===== config.mk =====
export PLATFORM = sky130hd
export DESIGN_NAME = tpm_response_marshaller
export DESIGN_NICKNAME = d
export VERILOG_FILES = /design/src/rtl/tpm_response_marshaller.sv
export SDC_FILE = /design/constraint.sdc
export NUM_CORES = 1
export LEC_CHECK = 0
export CAP_MARGIN = 0
export CORE_MARGIN = 8
export CORE_UTILIZATION = 53
export DETAILED_ROUTE_END_ITERATION = 7
export PLACE_DENSITY = 0.84
export SETUP_SLACK_MARGIN = 0.3
export SLEW_MARGIN = 10
export SYNTH_ARGS = -nofsm -noshare
export SYNTH_HDL_FRONTEND = slang
export SYNTH_SLANG_ARGS = --single-unit

===== constraint.sdc =====
create_clock -name clock -period 3.3 [get_ports clock]
set_input_delay 0.66 -clock clock [delete_from_list [all_inputs] [get_ports clock]]
set_output_delay 0.66 -clock clock [all_outputs]
set_load 0.02 [all_outputs]

===== src/rtl/tpm_response_marshaller.sv =====
// TPM 2.0 response marshaller: serialises tag/size/code header and the parameter area
// from a sync-read buffer onto a big-endian valid/ready byte stream.
module tpm_response_marshaller #(
    parameter int unsigned MAX_PARAM_BYTES = 64,
    parameter int unsigned PARAM_AW        = 6
) (
    input  logic                clock,
    input  logic                reset_n,
    input  logic                rsp_start,
    input  logic [15:0]         rsp_tag,
    input  logic [31:0]         rsp_code,
    input  logic [15:0]         param_len,
    output logic                param_rd_en,
    output logic [PARAM_AW-1:0] param_rd_addr,
    input  logic [7:0]          param_rd_data,
    output logic [7:0]          byte_out,
    output logic                byte_valid,
    input  logic                byte_ready,
    output logic                byte_last,
    output logic                busy,
    output logic                done,
    output logic [31:0]         rsp_size
);

    localparam int unsigned PlenW = $clog2(MAX_PARAM_BYTES + 1);
    localparam logic [15:0] TagNoSessions = 16'h8001;
    localparam logic [31:0] RcFailure     = 32'h0000_0101;

    typedef enum logic [1:0] {Idle, Hdr, Param, Done} state_t;

    state_t              state;
    logic [15:0]         tagQ;
    logic [31:0]         codeQ;
    logic [PlenW-1:0]    plenQ;
    logic [3:0]          hdrIdx;
    logic [PARAM_AW-1:0] rdAddr;
    logic                rdDone;
    logic                rdPend;
    logic                skidValid;
    logic [7:0]          skidData;
    logic [PlenW-1:0]    outCnt;

    logic [15:0]      newTag;
    logic [31:0]      newCode;
    logic [PlenW-1:0] newPlen;
    logic             hdrEnd;
    logic             paramEnd;
    logic             adv;
    logic             wantParam;
    logic             loadParam;
    logic [7:0]       nextParamByte;
    logic             skidNextValid;
    logic [7:0]       skidNextData;

    function automatic logic [7:0] hdrByte(input logic [3:0] idx, input logic [15:0] tag,
                                           input logic [31:0] size, input logic [31:0] code);
        logic [7:0] b;
        case (idx)
            4'd0:    b = tag[15:8];
            4'd1:    b = tag[7:0];
            4'd2:    b = size[31:24];
            4'd3:    b = size[23:16];
            4'd4:    b = size[15:8];
            4'd5:    b = size[7:0];
            4'd6:    b = code[31:24];
            4'd7:    b = code[23:16];
            4'd8:    b = code[15:8];
            4'd9:    b = code[7:0];
            default: b = 8'h00;
        endcase
        return b;
    endfunction

    // Error and oversize responses carry no parameters and the no-sessions tag.
    always_comb begin
        newTag  = rsp_tag;
        newCode = 32'h0;
        newPlen = param_len[PlenW-1:0];
        if (rsp_code != 32'h0) begin
            newTag  = TagNoSessions;
            newCode = rsp_code;
            newPlen = '0;
        end else if (32'(param_len) > MAX_PARAM_BYTES) begin
            newTag  = TagNoSessions;
            newCode = RcFailure;
            newPlen = '0;
        end
    end

    always_comb begin
        adv           = !byte_valid || byte_ready;
        hdrEnd        = (state == Hdr) && byte_ready && (hdrIdx == 4'd9);
        paramEnd      = (state == Param) && byte_valid && byte_ready && byte_last;
        wantParam     = (hdrEnd && (plenQ != '0)) || ((state == Param) && adv && !paramEnd);
        loadParam     = wantParam && (skidValid || rdPend);
        nextParamByte = skidValid ? skidData : param_rd_data;
        // Returning read data bypasses the skid only when it goes straight to the output.
        if (loadParam) begin
            skidNextValid = skidValid && rdPend;
        end else begin
            skidNextValid = skidValid || rdPend;
        end
        skidNextData = (rdPend && !(loadParam && !skidValid)) ? param_rd_data : skidData;
        // A read is only issued when its data is guaranteed a free skid slot next cycle.
        param_rd_en  = ((state == Hdr) || (state == Param)) && !rdDone && !skidNextValid;
    end

    assign param_rd_addr = rdAddr;

    always_ff @(posedge clock or negedge reset_n) begin
        if (!reset_n) begin
            state      <= Idle;
            tagQ       <= '0;
            codeQ      <= '0;
            plenQ      <= '0;
            hdrIdx     <= '0;
            rdAddr     <= '0;
            rdDone     <= 1'b0;
            rdPend     <= 1'b0;
            skidValid  <= 1'b0;
            skidData   <= '0;
            outCnt     <= '0;
            byte_out   <= '0;
            byte_valid <= 1'b0;
            byte_last  <= 1'b0;
            busy       <= 1'b0;
            done       <= 1'b0;
            rsp_size   <= '0;
        end else begin
            unique case (state)
                Idle: begin
                    if (rsp_start) begin
                        tagQ       <= newTag;
                        codeQ      <= newCode;
                        plenQ      <= newPlen;
                        rsp_size   <= 32'd10 + 32'(newPlen);
                        hdrIdx     <= '0;
                        rdAddr     <= '0;
                        rdDone     <= (newPlen == '0);
                        rdPend     <= 1'b0;
                        skidValid  <= 1'b0;
                        outCnt     <= '0;
                        byte_out   <= newTag[15:8];
                        byte_valid <= 1'b1;
                        byte_last  <= 1'b0;
                        busy       <= 1'b1;
                        state      <= Hdr;
                    end
                end
                Hdr: begin
                    if (byte_ready) begin
                        if (hdrIdx == 4'd9) begin
                            if (plenQ == '0) begin
                                byte_valid <= 1'b0;
                                byte_last  <= 1'b0;
                                busy       <= 1'b0;
                                done       <= 1'b1;
                                state      <= Done;
                            end else begin
                                state <= Param;
                            end
                        end else begin
                            hdrIdx    <= hdrIdx + 4'd1;
                            byte_out  <= hdrByte(hdrIdx + 4'd1, tagQ, rsp_size, codeQ);
                            byte_last <= (hdrIdx == 4'd8) && (plenQ == '0);
                        end
                    end
                end
                Param: begin
                    if (paramEnd) begin
                        byte_valid <= 1'b0;
                        byte_last  <= 1'b0;
                        busy       <= 1'b0;
                        done       <= 1'b1;
                        state      <= Done;
                    end else if (adv && !loadParam) begin
                        byte_valid <= 1'b0;
                    end
                end
                Done: begin
                    done  <= 1'b0;
                    state <= Idle;
                end
                default: state <= Idle;
            endcase

            if (loadParam) begin
                byte_out   <= nextParamByte;
                byte_valid <= 1'b1;
                byte_last  <= (outCnt == plenQ - PlenW'(1));
                outCnt     <= outCnt + PlenW'(1);
            end

            if ((state == Hdr) || (state == Param)) begin
                rdPend    <= param_rd_en;
                skidValid <= skidNextValid;
                skidData  <= skidNextData;
                // The address parks on the last byte so it never points past the area.
                if (param_rd_en) begin
                    if (PlenW'(rdAddr) == plenQ - PlenW'(1)) begin
                        rdDone <= 1'b1;
                    end else begin
                        rdAddr <= rdAddr + PARAM_AW'(1);
                    end
                end
            end
        end
    end

endmodule


# Yosys cells after proc, flatten, opt, wreduce, memory -nomap -nowiden
# Index checks and enable logic that the tools add are counted.
# W data, S select, Z words.
dict set report word_totals {
  out_inout_bits 51
  regBits 129
}
dict set report op_classes {
  n_reduce_logical 53
  order_cmp 1
  n_eq_ne 30
  addsub 5
  n_mux 60
}
# operator count
set ops {}
lappend ops {{$pmux W8 S10} 1}
lappend ops {{$mux W8} 5}
lappend ops {{$mux W7} 5}
lappend ops {{$mux W16} 2}
lappend ops {{$mux W32} 1}
lappend ops {{$reduce_bool A32 Y1} 1}
lappend ops {{$mux W6} 5}
lappend ops {{$mux W1} 26}
lappend ops {{$ne A3 B3 Y1 const B} 6}
lappend ops {{$eq A4 B3 Y1 const B} 4}
lappend ops {{$eq A4 B4 Y1 const B} 4}
lappend ops {{$gt A16 B7 Y1 const B} 1}
lappend ops {{$logic_and A1 B1 Y1} 16}
lappend ops {{$pmux W8 S2} 1}
lappend ops {{$logic_not A7 Y1} 2}
lappend ops {{$mux W4} 3}
lappend ops {{$ne A2 B2 Y1 const B} 6}
lappend ops {{$pmux W1 S3} 4}
lappend ops {{$reduce_and A4 Y1} 3}
lappend ops {{$reduce_and A6 Y1} 2}
lappend ops {{$reduce_and A5 Y1} 2}
lappend ops {{$reduce_bool A2 Y1} 5}
lappend ops {{$mux W9} 1}
lappend ops {{$reduce_bool A3 Y1} 3}
lappend ops {{22 further kinds} 40}

# Logic depth before layout (Yosys ltp)
dict set report depth {
  word_depth 14
  ltp_mapped 10
  depth_no_buf 9
}

# Worst setup path after synthesis
# OpenSTA, ideal clock, no wires.
dict set report synth_path {
  kind {input -> register}
  from {in rsp_code[25]}
  to {reg rsp_size[5]}
  required_time_ps 3183
  path_stages 10
  setup_time_ps 117
  arrival_time_ps 2401
  slack_ps 782
  path_cell_list {nor4_1 -> nand4_1 -> a2111oi_0 -> buf_2 -> and2_1 -> ha_1 -> o21ai_0 -> xnor2_1 -> nand3_1 -> nand2_1}
}
dict set report synth_via {
  elab_chain_len 3
}
# element line_no
set synth_rtl {}
lappend synth_rtl {{start: declaration} 11} ;# input logic [31:0] rsp_code,
lappend synth_rtl {{$reduce_bool A32 Y1} 79} ;# if (rsp_code != 32'h0) begin
lappend synth_rtl {{$mux W7} 79}
lappend synth_rtl {{named net newPlen[1]} 45} ;# logic [PlenW-1:0] newPlen;
lappend synth_rtl {{$add A4 B7 Y8} 136} ;# rsp_size <= 32'd10 + 32'(newPlen);
lappend synth_rtl {{end signal: assignment} 136}
lappend synth_rtl {{end: declaration} 22} ;# output logic [31:0] rsp_size
# The timed path passes the listed nets, and every way through them passes these cells.
# A chain may end at the register's enable or synchronous reset.

# Worst setup path in the final report
dict set report layout_path {
  from {reg plenQ[1]}
  to {out param_rd_en}
}
dict set report layout_via {
  elab_chain_len 7
}
# element line_no
set layout_rtl {}
lappend layout_rtl {{start: declaration} 34} ;# logic [PlenW-1:0] plenQ;
lappend layout_rtl {{start signal: assignment} 135} ;# plenQ <= newPlen;
lappend layout_rtl {{$reduce_bool A7 Y1} 94} ;# wantParam = (hdrEnd && (plenQ != '0)) || ((state == Param) && adv && !paramEnd);
lappend layout_rtl {{$logic_and A1 B1 Y1} 94}
lappend layout_rtl {{$logic_or A1 B1 Y1} 94}
lappend layout_rtl {{$logic_and A1 B1 Y1} 95} ;# loadParam = wantParam && (skidValid || rdPend);
lappend layout_rtl {{$mux W1} 98} ;# if (loadParam) begin
lappend layout_rtl {{$logic_not A1 Y1} 105} ;# param_rd_en = ((state == Hdr) || (state == Param)) && !rdDone && !skidNextValid;
lappend layout_rtl {{$logic_and A1 B1 Y1} 105}
lappend layout_rtl {{end: declaration} 13} ;# output logic param_rd_en,
# No other way between the ends.

==> results by group <==
Status
  – Outcome: completed

Placed design
  – Final HPWL DP: 14.6 mm
  – Placed Instances: 945
  – IO buf count: 102
  – Worst slack, placed: 153 ps
  – GP Congestion: 0.909

Detailed routing
  – Remaining DRCs: 0
  – Avg Vias per Cell: 6.02
  – Via count: 5,787
  – Initial DRC Count: 468
  – DR pass1 iterations: 7
  – DRT antenna net count: 0
  – Drt total wl: 19.0 mm
  – WL/cell: 19.8 microns

Logic synthesis
  – Top_reg_cell synth: dfrtp_1
  – Cell count after synthesis: 721
  – Area leader, netlist: dfrtp_1
  – #FFs+latches synth: 104
  – Sequential area share after synthesis: 40.8%
  – Syn Area/Cell: 8.84 sq um
  – Ranking of synthesized cells by area: dfrtp_1, nand2_1, buf_4
  – Top-count cell post-synth: nand2_1
  – YS warnings: 0
  – Distinct cell type count after synthesis: 78
  – Post-synth top area share: 40.8%
  – Post-synthesis cell area: 0.00637 sq mm
  – Top cells by count, synth: nand2_1, dfrtp_1, nand3_1, o21ai_0, buf_4
  – EDFF count, synth: 0
  – Async S/R FF share, synth: 100%

Pwr
  – Internal cell power: 3.00 mW
  – Static leakage: 3.38 nW
  – Switching Fraction: 40.5%
  – Logic pwr share: 40.1%
  – Clock share of power: 20.5%
  – Part of the power in registers: 39.4%
  – Worst VDD drop: 0.587 mV
  – PD cells: 654 mW/mm^2
  – NetSw: 2.04 mW

Die
  – I/O pin total: 127
  – Die ar.: 0.0158 sq mm
  – Die W: 126 microns
  – Cell Rows: 40
  – Area of the core: 0.0119 sq mm
  – Initial core utilization: 53.7%
  – Die H: 126 microns

Critical path
  – Critical Path End Type: output port
  – Critical setup path kind: register to output port
  – CP required: 2640 ps
  – Critical path arrival: 2200 ps
  – CP Max Fanout: 3
  – Worst setup SP type: register

Clock tree
  – Clock-pin slew on the worst setup and hold paths: 80 ps
  – Clock tree buffer depth: 2
  – Clock Root Buffer: clkbuf_16
  – CTS Buf Count: 9
  – CTS tree: built
  – CTS Hold Bufs: 0
  – Htree depth: 3
  – Skew-Pair Late Insertion Delay: 360 ps
  – Clock sink total: 104

STA
  – Total negative setup slack: 0 ps
  – Worst setup margin: 443 ps
  – Worst Tran Pin Value: 733 ps
  – Max_slew headroom: 51.1%
  – WHS: 335 ps
  – Final period demand of the worst path: 2860 ps
  – Achievable frequency: 0.350 GHz
  – Final setup viols: 0
  – Post-route clock period utilization: 86.6%
  – Clock Skew: 11.3 ps
  – RSZ-0062 raised after global routing: yes
  – Final Hold Fails: 0
  – Final Max Slew Viols: 0

GRT
  – Number of global-route vias before repair: 5,900
  – First-pass GRT wire length: 30.9 mm
  – Initial antenna violation count: 0
  – GRT overflow: 0
  – Overall Global Routing Usage: 24.4%
  – Pin count of the biggest net entering global routing: 54

Final layout
  – Antenna Cells: 0
  – Nets: 902
  – Share of cells above drive strength 1: 9.20%
  – Layout Cells excl Fill: 962
  – Area growth syn-to-layout: 20.9%

Job
  – Max-cap violations: 0

Min path
  – HP Class: input port to asynchronous set/reset pin
## final timing paths
kind	cells after the start	slack [ps]	start	to
max in group asynchronous	2	2220	reset_n	outCnt[4]
hold reg to reg	2	470	tagQ[5]	tagQ[5]
setup / recovery	6	440	plenQ[1]	param_rd_en
setup reg to reg	8	510	plenQ[1]	param_rd_addr[2]
hold / removal	1	340	reset_n	codeQ[9]
min in group clock	2	470	tagQ[5]	tagQ[5]
## metrics by stage
step                utilization, %  power [mW]  cell area, sq um
global placement              62.4        3.91              7410
finish                        64.9        5.03              7700
global route                  64.9        5.34              7700
detailed placement            62.4        4.00              7410
CTS                           64.8        5.03              7680
floorplan                        -        3.25              6460
## flip-flops by register name, indices dropped and copies added, names as in the netlist
register and flops:
tagQ 16, param_rd_addr 6, byte_valid 1, rdPend 1
byte_last 1, hdrIdx 4, state 2, codeQ 32
byte_out 8, outCnt 7, skidData 8, done 1
busy 1, rsp_size 7, rdDone 1, skidValid 1
plenQ 7
## critical path, cell delays in order, from the launching register on
cell and delay, ps:
dfrtp_1 400, inv_1 100, ha_1 140, or4b_4 510, o311ai_4 380, a31oi_4 130, clkbuf_2 180
## layout by cell type, fill, tap and decap left out, types with 8 or more instances in the layout
master	count
a31oi_1	10
clkbuf_16	9
conb_1	24
nor3_1	11
nand2_1	189
a21oi_1	8
dfrtp_1	104
a211oi_1	9
buf_4	17
inv_1	14
ha_1	16
nor4_1	10
clkdlybuf4s50_1	100
xnor2_1	13
mux2_2	11
nand3_1	35
mux2i_1	17
and3_1	10
o21ai_0	35
nor2_1	24
o31ai_1	11
a22o_1	8
## area by class of cell
| cell class | count | area (sq um) |
|---|---|---|
| multi-input cells | 562 | 3430 |
| flip-flops and latches | 104 | 2600 |
| fillers | 999 | 4160 |
| well taps | 147 | 184 |
| inverters | 14 | 52.6 |
| repair buffers | 119 | 1150 |
| clock inverters | 6 | 50.0 |
| clock buffers | 10 | 229 |
## logic make-up after synthesis
group                      share of synthesized area (%)
AOI/OAI and AO/OA                                   17.6
xor gates and xnor gates                            3.02
adders and majority gates                           3.14
buffers and inverters                               7.05
DFF                                                 40.8
muxes                                               4.61
other                                             0.0588
and+or+nand+nor                                     23.7
## power by group through the flow
stage | Sequential, mW | Combinational [mW] | Clock (mW)
detailed placement | 1.99 | 2.00 | 0
CTS | 1.98 | 2.01 | 1.05
floorplan | 1.98 | 1.28 | 0
finish | 1.98 | 2.02 | 1.03
global route | 2.03 | 2.21 | 1.10
global placement | 1.98 | 1.93 | 0
## repair_timing
action / 4_1_cts / 5_1_grt
pin swaps: 0 / 2
gates resized for setup: 1 / 3
endpoints found under the setup margin: 1 / 13
setup buffers: 0 / 1
## per-layer routing
layer / vias to the layer above / global-route usage [%] / share of wire [%]
met2: 220 / 40.5 / 49
met5: - / 0 / 0
met4: 0 / 12.4 / 3.5
li1: 2694 / - / -
met1: 2828 / 29.7 / 41
met3: 45 / 4.64 / 6.3
No activity file was read; power rests on OpenSTA's default activity.
